### src/rtl/ifetch_ctrl.sv
// Instruction-fetch controller: PC, IF/ID register, HALT drain and halt sequencing.
// Define IFETCH_STATS_EN to add saturating fetch/stall counters (fetch_count_o, stall_count_o).
package mips_pkg;
  localparam int ADDRESSWIDTH = 32;
endpackage

module ifetch_ctrl #(
  parameter int         ADDRESSWIDTH = mips_pkg::ADDRESSWIDTH,
  parameter logic [5:0] HALT_OPCODE  = 6'b010001,
  parameter int         DRAIN_CYCLES = 4
) (
  input  logic                    clk,
  input  logic                    reset_n,
  input  logic                    stall_i,
  input  logic                    redirect_i,
  input  logic [ADDRESSWIDTH-1:0] redirect_target_i,
  output logic [ADDRESSWIDTH-1:0] imem_addr_o,
  input  logic [31:0]             imem_instr_i,
  output logic [31:0]             if_instr_o,
  output logic [ADDRESSWIDTH-1:0] if_pc_o,
  output logic                    if_valid_o,
  output logic                    halted_o
`ifdef IFETCH_STATS_EN
  ,
  output logic [31:0]             fetch_count_o,
  output logic [31:0]             stall_count_o
`endif
);

  localparam int AW = ADDRESSWIDTH;
  localparam int CW = (DRAIN_CYCLES > 1) ? $clog2(DRAIN_CYCLES + 1) : 1;

  typedef enum logic [1:0] {RUN, DRAIN, HALTED} state_t;

  state_t          state, state_nxt;
  logic [AW-1:0]   pc, pc_nxt, ifpc_nxt, tgt;
  logic [31:0]     instr_nxt;
  logic            vld_nxt;
  logic [CW-1:0]   cnt, cnt_nxt;
  logic            unused_tgt_lsbs;

  // Redirect targets are forced word-aligned; the low bits are dropped.
  assign tgt             = {redirect_target_i[AW-1:2], 2'b00};
  assign unused_tgt_lsbs = ^redirect_target_i[1:0];
  assign imem_addr_o     = pc;
  assign halted_o        = (state == HALTED);

  always_ff @(posedge clk or negedge reset_n) begin
    if (!reset_n) state <= RUN;
    else          state <= state_nxt;
  end

  always_comb begin
    state_nxt = state;
    pc_nxt    = pc;
    instr_nxt = if_instr_o;
    ifpc_nxt  = if_pc_o;
    vld_nxt   = if_valid_o;
    cnt_nxt   = cnt;
    case (state)
      RUN: begin
        if (redirect_i) begin
          pc_nxt    = tgt;
          instr_nxt = '0;
          ifpc_nxt  = '0;
          vld_nxt   = 1'b0;
        end else if (!stall_i) begin
          instr_nxt = imem_instr_i;
          ifpc_nxt  = pc;
          vld_nxt   = 1'b1;
          pc_nxt    = pc + AW'(4);
          if (imem_instr_i[31:26] == HALT_OPCODE) begin
            if (DRAIN_CYCLES == 0) begin
              state_nxt = HALTED;
            end else begin
              state_nxt = DRAIN;
              cnt_nxt   = CW'(DRAIN_CYCLES);
            end
          end
        end
      end
      DRAIN: begin
        // A redirect here means the HALT was fetched down a wrong path.
        if (redirect_i) begin
          pc_nxt    = tgt;
          instr_nxt = '0;
          ifpc_nxt  = '0;
          vld_nxt   = 1'b0;
          cnt_nxt   = '0;
          state_nxt = RUN;
        end else if (!stall_i) begin
          instr_nxt = '0;
          ifpc_nxt  = '0;
          vld_nxt   = 1'b0;
          cnt_nxt   = cnt - CW'(1);
          if (cnt == CW'(1)) state_nxt = HALTED;
        end
      end
      HALTED: begin
        instr_nxt = '0;
        ifpc_nxt  = '0;
        vld_nxt   = 1'b0;
      end
      default: state_nxt = RUN;
    endcase
  end

  always_ff @(posedge clk or negedge reset_n) begin
    if (!reset_n) begin
      pc         <= '0;
      if_instr_o <= '0;
      if_pc_o    <= '0;
      if_valid_o <= 1'b0;
      cnt        <= '0;
    end else begin
      pc         <= pc_nxt;
      if_instr_o <= instr_nxt;
      if_pc_o    <= ifpc_nxt;
      if_valid_o <= vld_nxt;
      cnt        <= cnt_nxt;
    end
  end

`ifdef IFETCH_STATS_EN
  logic accept, run_stall;
  assign accept    = (state == RUN) && !redirect_i && !stall_i;
  assign run_stall = (state == RUN) && !redirect_i && stall_i;

  always_ff @(posedge clk or negedge reset_n) begin
    if (!reset_n) begin
      fetch_count_o <= '0;
      stall_count_o <= '0;
    end else begin
      if (accept && (fetch_count_o != '1))    fetch_count_o <= fetch_count_o + 32'd1;
      if (run_stall && (stall_count_o != '1)) stall_count_o <= stall_count_o + 32'd1;
    end
  end
`endif

endmodule

### config.mk
export PLATFORM = sky130hd
export DESIGN_NAME = ifetch_ctrl
export DESIGN_NICKNAME = d
export VERILOG_FILES = /design/src/rtl/ifetch_ctrl.sv
export SDC_FILE = /design/constraint.sdc
export NUM_CORES = 1
export LEC_CHECK = 0
export BUFFER_PORTS_ARGS = -buffer_cell sky130_fd_sc_hd__buf_2
export CAP_MARGIN = 10
export CORE_MARGIN = 10
export CORE_UTILIZATION = 45
export DETAILED_ROUTE_END_ITERATION = 8
export MAX_ROUTING_LAYER = met4
export PLACE_DENSITY = 0.85
export SYNTH_ARGS = -nofsm -noshare
export SYNTH_HDL_FRONTEND = slang
export SYNTH_SLANG_ARGS = --single-unit
export TNS_END_PERCENT = 5
### constraint.sdc
create_clock -name clk -period 1.88 [get_ports clk]
set_input_delay 0.094 -clock clk [delete_from_list [all_inputs] [get_ports clk]]
set_output_delay 0.094 -clock clk [all_outputs]
set_load 0.005 [all_outputs]
==> metrics.yaml, run 1 <==
nFillCells: 793
layout_commonest_cell: "buf_2"
required_ps: 2150
maxSlewViolCount: 0
fin_cells: 827
peakVddDrop_mv: 0.760
slew_headroom: 0.629
die_x_um: 123
grt_pass1_vias: 5106
cts_root_buf: "clkbuf_8"
wl_um: 16100
drv_cap: 0
finalSetupViolations: 0
die_y_um: 123
min_period_ps: 1810
syn_area_um2: 4760
hp-start: "redirect_target_i[18]"
outcome: "complete, no violations"
arrival_ps: 2080
antenna_found_initial: 0
start_util: 0.461
hold_violations: 0
finalCritPeriodShare: 0.964
syn2layout_area_growth_pct: 41.0
p_per_area_nw_per_um2: 1410
ctsLongestPathBuffers: 2
synth_flop_cell: "dfrtp_1"
grt_max_degree: 56
p_leak_uw: 0.00326
cp_max_fo: 5
synthArstFlopShare: 1.00
grt_overflow: 0
endpoint: "imem_addr_o[22]"
cts_tree: "yes"
yosys_warnings: 0
cts_max_level: 3
power.total_uw: 9460
final_cell_mix: "buf_2, dfrtp_1, a22o_1, buf_4, dlygate4sd3_1"
globalplace.congestion: 0.958
seq_area_frac_synth: 0.521
core_um2: 10300
crit_path_start: "imem_addr_o[2]"
first_iter_violations: 369
rrSetupSlack_ps: 70
drive_above_1_share: 0.378
cts_inserted_buffers: 9
gr-usage-all-layers: 0.218
synthDistinctLibCells: 54
yosys-top-cells-area: "dfrtp_1, a22o_1, a21oi_1, clkbuf_1, nand2_1"
cp-end-kind: "flop"
cts_sinks: 99
ys_ff_latch: 99
drt_pass1_iterations: 5
startpoint_type: "flop"
nets: 760
min-delay-path-class: "in -> reg"
numPortBuffers: 161
vias: 4872
drc: 0
synth_edf_count: 0
clock_latency_ps: 380
fmax_mhz: 552
rsz0062_at_grt: "true"
dp_hpwl_um: 11600
setup_ws_ps: 67.7
dp.cells: 772
via_per_inst: 5.89
grt_pass1_wl_um: 25700
syn_inst: 455
antenna_left: 0
clk_pin_slew_ps: 110
num_antenna_cells: 0
ios: 166
reg2reg_to: "imem_addr_o[22]"
row_count: 37
avgSynthCellArea_um2: 10.5
dp_slack_ps: -47.0
yosys.area.top_type: "dfrtp_1"
post-cts-setup-buffers: 0
finalClockSkew_ps: 16.6
multi_input_area_um2: 2120
synth_top_area_frac: 0.521
worst-setup-path-type: "reg -> reg"
tightest_slew_ps: 556
final-seq-area_um2: 2480
finalCoreUtilization: 0.650
r2r_start: "imem_addr_o[2]"
r2r.worst_path.cells: 6
wire_per_inst_um: 19.5
die_area_um2: 15100
## metrics by stage
| step | instance area [um2] | setup TNS [ps] | hold slack, ps |
|---|---|---|---|
| 2_1_floorplan | 4760 | -1040 | -202 |
| 5_1_grt | 6710 | -23.0 | 20.0 |
| 3_3_place_gp | 6080 | 0 | 109 |
| 4_1_cts | 6670 | 0 | 3.44 |
| 6_report | 6710 | 0 | 20.3 |
| 3_5_place_dp | 6080 | -256 | 119 |
## report_power, final
part / internal [uW] / switching (uW)
sequential: 2910 / 690
clock: 517 / 823
combinational: 2210 / 2320
## critical path, cell delays in order (launching register included)
cell and delay, ps:
dfrtp_1 360, ha_1 190, buf_4 140, nand3_1 210, nor2_1 370, a311oi_1 150
a311oi_1 290
## cells in the mapped netlist, types with 2 or more instances
cell / number
a211oi_1: 4
a21o_1: 4
a21oi_1: 22
a22o_1: 63
a2bb2oi_1: 8
a311oi_1: 7
a31oi_1: 5
a32oi_1: 7
and2_1: 2
and3_1: 2
and3_2: 2
and4_1: 3
buf_1: 7
buf_2: 3
buf_4: 4
clkbuf_1: 29
dfrtp_1: 99
ha_1: 6
inv_1: 10
nand2_1: 26
nand2b_1: 4
nand3_1: 16
nand4_1: 15
nor2_1: 26
nor3_1: 7
nor4_1: 7
nor4b_1: 2
o211ai_1: 4
o21a_1: 3
o21ai_0: 11
o22ai_1: 7
o311ai_0: 3
o31ai_1: 4
o32ai_1: 6
or2_2: 4
or3_1: 2
or4_1: 4
## sequential cells by signal, indices dropped and copies added (netlist names)
name         flops
cnt              3
if_instr_o      32
if_pc_o         31
if_valid_o       1
imem_addr_o     30
state            2
## worst min-delay path by stage
stage | end | slack (ps) | cells after the start
finish | imem_addr_o[18] | 20 | 3
detailed placement | if_instr_o[14] | 120 | 1
floorplan | cnt[0] | -200 | 0
global route | imem_addr_o[2] | 20 | 3
CTS | imem_addr_o[18] | 3 | 3
global placement | if_instr_o[14] | 110 | 1
## what timing repair did
action,CTS,global route
setup endpoints to repair,19,24
hold endpoints to repair,77,0
pin swaps,0,1
resized for setup,1,12
cloned,0,0
hold buffers,39,0
## routing by layer
layer	global-route usage	vias up	share of wire	routed length (um)
li1	-	2212	-	-
met1	0.270	2385	0.42	6840
met2	0.340	244	0.47	7640
met3	0.0537	31	0.081	1300
met4	0.0795	0	0.019	313
met5	-	-	0	0
## cell type report
cell class,count,area share
clock inverter,7,0.00988
sequential,99,0.369
multi-input combinational,303,0.316
tap,136,0.0254
inverter,10,0.00559
clock buffer,9,0.0185
timing repair buffer,263,0.255
## cell families (layout without fill, tap and decap cells)
kind of cell             after synthesis  after routing  share of synthesized area
flip-flops                            99             99                      0.521
adder cells (fa/ha/maj)                6              6                     0.0158
AO/OA/AOI/OAI                        164            164                      0.265
AND/OR/NAND/NOR                      129            129                      0.147
buffers and inverters                 54            289                     0.0468
multiplexers                           2              2                    0.00447
other                                  1              2                   0.000788
Power figures use the tool's default switching activity.
==> run 2: changes to the inputs <==
--- a/config.mk
+++ b/config.mk
@@ -5,11 +5,12 @@
 export SDC_FILE = /design/constraint.sdc
 export NUM_CORES = 1
 export LEC_CHECK = 0
-export BUFFER_PORTS_ARGS = -buffer_cell sky130_fd_sc_hd__buf_2
+export BUFFER_PORTS_ARGS = -buffer_cell sky130_fd_sc_hd__buf_4
 export CAP_MARGIN = 10
 export CORE_MARGIN = 10
 export CORE_UTILIZATION = 45
 export DETAILED_ROUTE_END_ITERATION = 8
+export HOLD_SLACK_MARGIN = 0.12
 export MAX_ROUTING_LAYER = met4
 export PLACE_DENSITY = 0.85
 export SYNTH_ARGS = -nofsm -noshare
==> metrics.yaml, run 2 (synthesis results as in run 1) <==
outcome: "complete, no violations"
power.share.sequential: 0.344  # -0.036
cp-end-kind: "flop"
intPower_uw: 6600  # +17%
multi_input_area_um2: 2140  # +0.83%
setup_ws_ps: 51.5  # -16.1 ps
cpPeakStageDelay_ps: 450  # +80 ps
layout_commonest_cell: "buf_4"
largest_reg_flops: 32  # unchanged
cts_root_buf: "clkbuf_8"
drc: 0  # unchanged
drv_cap: 0  # unchanged
maxSlewViolCount: 0  # unchanged
dp_hpwl_um: 11600  # -0.40%
globalplace.congestion: 0.931  # -2.8%
cts_max_level: 3  # unchanged
p_sw_uw: 3960  # +3.5%
cp_max_fo: 10  # +5
die_y_um: 123  # unchanged
finalClockSkew_ps: 8.92  # -7.67 ps
crit_slowest_cell: "dfrtp_1"
finalSetupViolations: 0  # unchanged
first_iter_violations: 434  # +18%
required_ps: 2150  # about the same
p_clk_frac: 0.160  # +0.018
whs_ps: 145  # +124 ps
grt_overflow: 0  # unchanged
ios: 166  # unchanged
row_count: 37  # unchanged
antenna_found_initial: 0  # unchanged
numPortBuffers: 161  # unchanged
wire_per_inst_um: 20.6  # +5.9%
p_per_area_nw_per_um2: 1420  # +0.82%
p_leak_uw: 0.00349  # +7.1%
final_cell_mix: "buf_4, dfrtp_1, a22o_1, dlygate4sd3_1, nand2_1"
stdcell_area_um2: 7430  # +11%
ctsLongestPathBuffers: 2  # unchanged
grt_pass1_vias: 5060  # -0.90%
cts_tree: "yes"
cp_top_family: "simple AND/OR/NAND/NOR gates"
largest_register: "if_instr_o"
start_util: 0.461  # unchanged
nFillCells: 690  # -13%
drt_pass1_iterations: 5  # unchanged
dp_slack_ps: -21.8  # +25.2 ps
grt_pass1_wl_um: 27400  # +6.5%
die_x_um: 123  # unchanged
cts_sinks: 99  # unchanged
finalCoreUtilization: 0.720  # +0.0701
syn2layout_area_growth_pct: 56.2
swShare: 0.375  # -0.0296
clock_latency_ps: 390  # about the same
worst-setup-path-type: "reg -> reg"
startpoint_type: "flop"
drive_above_1_share: 0.364  # -0.0134
die_area_um2: 15100  # unchanged
fmax_mhz: 547  # -0.88%
grt_max_degree: 65  # +16%
nets: 780  # +2.6%
min_period_ps: 1830  # +16.1 ps
hold_violations: 0  # unchanged
cp_cell_sequence: "inv_1 > ha_4 > nor2_1 > buf_6 > nor4_1 > nand4_1 > or3b_2"
antenna_left: 0  # unchanged
clk_pin_slew_ps: 100  # about the same
power.total_uw: 10600  # +12%
p_comb_frac: 0.495  # +0.017
core_um2: 10300  # unchanged
vias: 4928  # +1.1%
peakVddDrop_mv: 0.806  # +6.0%
dpl_cell_area_um2: 6500  # +6.8%
wl_um: 17500  # +8.4%
via_per_inst: 5.82  # -1.2%
finalCritPeriodShare: 0.973  # +0.00859
num_antenna_cells: 0  # unchanged
cts_inserted_buffers: 9  # unchanged
critPathBufInv: 2  # +1
final-seq-area_um2: 2480  # unchanged
arrival_ps: 2100  # +20 ps
gr-usage-all-layers: 0.236  # +0.0178
min-delay-path-class: "in -> reg"
==> run 2: final timing paths <==
kind,from,endpoint,slack [ps],cells after the start
max reg2reg,state[0],imem_addr_o[31],50,7
min in group asynchronous,reset_n,if_instr_o[31],210,2
min reg2reg,if_pc_o[21],if_pc_o[21],510,1
max,state[0],imem_addr_o[31],50,7
max in group asynchronous,reset_n,if_instr_o[3],980,3
min,redirect_target_i[27],imem_addr_o[27],140,3
==> run 2: routing by layer <==
| metal | track usage | share of wire | routed length, um | up-vias |
|---|---|---|---|---|
| met1 | 0.281 | 0.40 | 6950 | 2399 |
| met4 | 0.0633 | 0.013 | 230 | 0 |
| li1 | - | - | - | 2251 |
| met5 | - | 0 | 0 | - |
| met2 | 0.382 | 0.50 | 8680 | 249 |
| met3 | 0.0707 | 0.091 | 1600 | 29 |
==> run 2: through the flow <==
| stage | std cells | setup TNS [ps] |
|---|---|---|
| floorplan | 456 | -1040 |
| global placement | 769 | 0 |
| detailed placement | 769 | -29.4 |
| CTS | 846 | 0 |
| global route | 847 | -37.5 |
| finish | 847 | 0 |
==> run 2: power groups by stage <==
stage / combinational [uW] / sequential, uW / clock, uW
after floorplan: 2150 / 3630 / 0
after global placement: 4820 / 3590 / 0
after detailed placement: 4950 / 3640 / 0
after CTS: 5100 / 3610 / 1730
after global routing: 5660 / 3750 / 1810
final: 5230 / 3640 / 1690
==> run 2: tightest hold or removal path, delay by kind of cell <==
kind,cells,cell delay (ps)
compound gates,2,290
buf+inv,1,80
==> run 2: area by class of cell <==
class | instances | share of cell area
clock buffer | 11 | 0.0190
clock inverter | 5 | 0.0145
inverter | 10 | 0.00505
multi-input combinational | 303 | 0.288
sequential | 99 | 0.333
tap | 136 | 0.0229
timing repair buffer | 283 | 0.318
==> run 2: timing repair <==
action	in CTS	in global routing
resized for setup	3	14
pin swaps	0	3
endpoints found under the setup margin	7	17
setup buffers	0	1
hold endpoints to repair	136	0
hold buffers	61	0
==> run 3: changes to the inputs <==
--- a/config.mk
+++ b/config.mk
@@ -13,6 +13,7 @@
 export HOLD_SLACK_MARGIN = 0.12
 export MAX_ROUTING_LAYER = met4
 export PLACE_DENSITY = 0.85
+export REMOVE_ABC_BUFFERS = 1
 export SYNTH_ARGS = -nofsm -noshare
 export SYNTH_HDL_FRONTEND = slang
 export SYNTH_SLANG_ARGS = --single-unit
==> metrics.yaml, run 3 (synthesis results as in run 1) <==
setup-tns-final_ps: 0  # unchanged
rsz0062_at_grt: "true"
gr-usage-all-layers: 0.244  # +0.00838
finalCoreUtilization: 0.711  # -0.00848
antenna_found_initial: 0  # unchanged
required_ps: 2140  # about the same
dp_hpwl_um: 12300  # +5.8%
row_count: 37  # unchanged
arrival_ps: 2080  # -20 ps
largest_register: "if_instr_o"
clk_pin_slew_ps: 110  # about the same
post-cts-setup-buffers: 0  # unchanged
finalClockSkew_ps: 19.6  # +10.7 ps
r2r_start: "state[1]"
core_um2: 10300  # unchanged
numPortBuffers: 161  # unchanged
peakVddDrop_mv: 0.794  # -1.5%
drv_cap: 0  # unchanged
r2r.worst_path.cells: 8  # +1
antenna_left: 0  # unchanged
fmax_mhz: 550  # +0.52%
cts_sinks: 99  # unchanged
reg2reg_to: "imem_addr_o[31]"
finalCritPeriodShare: 0.968  # -0.00508
ctsLongestPathBuffers: 2  # unchanged
wl_um: 18100  # +3.7%
cp-end-kind: "flop"
cts_root_buf: "clkbuf_8"
ios: 166  # unchanged
hold_violations: 0  # unchanged
start_util: 0.461  # unchanged
rrSetupSlack_ps: 60  # about the same
nets: 781  # +0.13%
cts_max_level: 3  # unchanged
drive_above_1_share: 0.367  # +0.00230
dp_slack_ps: -14.8  # +6.98 ps
grt_max_degree: 65  # unchanged
first_iter_violations: 427  # -1.6%
drt_pass1_iterations: 5  # unchanged
num_antenna_cells: 0  # unchanged
vias: 5077  # +3.0%
die_y_um: 123  # unchanged
maxSlewViolCount: 0  # unchanged
cts_inserted_buffers: 9  # unchanged
nFillCells: 715  # +3.6%
hp-start: "redirect_target_i[22]"
drc: 0  # unchanged
p_per_area_nw_per_um2: 1410  # -0.91%
worst-setup-path-type: "reg -> reg"
p_leak_uw: 0.00347  # -0.76%
globalplace.congestion: 0.959  # +3.0%
cp_max_fo: 5  # -5
via_per_inst: 5.99  # +2.9%
finalSetupViolations: 0  # unchanged
whs_endpoint: "imem_addr_o[22]"
min-delay-path-class: "in -> reg"
wire_per_inst_um: 21.3  # +3.6%
die_area_um2: 15100  # unchanged
grt_pass1_wl_um: 28600  # +4.3%
largest_reg_flops: 32  # unchanged
clock_latency_ps: 390  # about the same
grt_overflow: 0  # unchanged
setup_ws_ps: 61.1  # +9.54 ps
min_period_ps: 1820  # -9.54 ps
whs_path_depth: 3  # unchanged
layout_commonest_cell: "buf_4"
outcome: "complete, no violations"
cts_tree: "yes"
grt_pass1_vias: 5246  # +3.7%
die_x_um: 123  # unchanged
final_cell_mix: "buf_4, dfrtp_1, a22o_1, dlygate4sd3_1, nand2_1"
syn2layout_area_growth_pct: 54.4
startpoint_type: "flop"
==> run 3: per-stage QoR <==
step           total power, uW  cell area (um2)  hold WS (ps)  instances
6_report                 10300             7340           140        848
5_1_grt                  11000             7340           170        848
4_1_cts                  10200             7310           122        848
3_5_place_dp              8640             6490          83.4        771
3_3_place_gp              8440             6490          79.1        771
2_1_floorplan             5680             4580          -202        412
==> run 3: worst max path at each step <==
stage	to	cells after the start	startpoint	slack (ps)
after floorplan	if_instr_o[0]	3	state[1]	-5650
after global placement	imem_addr_o[20]	5	state[0]	60
after detailed placement	imem_addr_o[20]	5	state[0]	-10
after CTS	imem_addr_o[18]	6	state[0]	10
after global routing	imem_addr_o[31]	8	state[1]	-30
final	imem_addr_o[31]	8	state[1]	60
==> run 3: metal layers <==
| layer | GRT usage | wire [um] | up-vias |
|---|---|---|---|
| li1 | - | - | 2262 |
| met4 | 0.0862 | 374 | 0 |
| met1 | 0.302 | 7610 | 2523 |
| met5 | - | 0 | - |
| met3 | 0.0500 | 1480 | 33 |
| met2 | 0.389 | 8640 | 259 |
==> run 3: worst max-delay path, stage by stage (launching register included) <==
cell and delay (ps):
dfrtp_1 400, inv_1 80, buf_4 110, ha_2 200, nor2_2 60, buf_4 150, o21ai_0 160, o211ai_1 110
or3b_2 440
==> run 3: where the power goes <==
part	internal [uW]	switching, uW
registers	2910	723
clock network	654	853
logic	2720	2490
==> run 3: what timing repair did <==
item / in CTS / in global routing
resized for setup: 1 / 10
hold buffers: 61 / 0
cloned: 0 / 0
endpoints found under the hold margin: 133 / 0
pin swaps: 0 / 0
endpoints found under the setup margin: 1 / 26
==> run 3: layout make-up <==
cell class              instances  area (um2)  share of cell area
inverters                      10        37.5             0.00511
clock inverters                 7        87.6              0.0119
multi-input cells             303        2110               0.287
clock buffers                   9         124              0.0169
repair buffers                284        2340               0.318
flip-flops and latches         99        2480               0.337
well taps                     136         170              0.0232
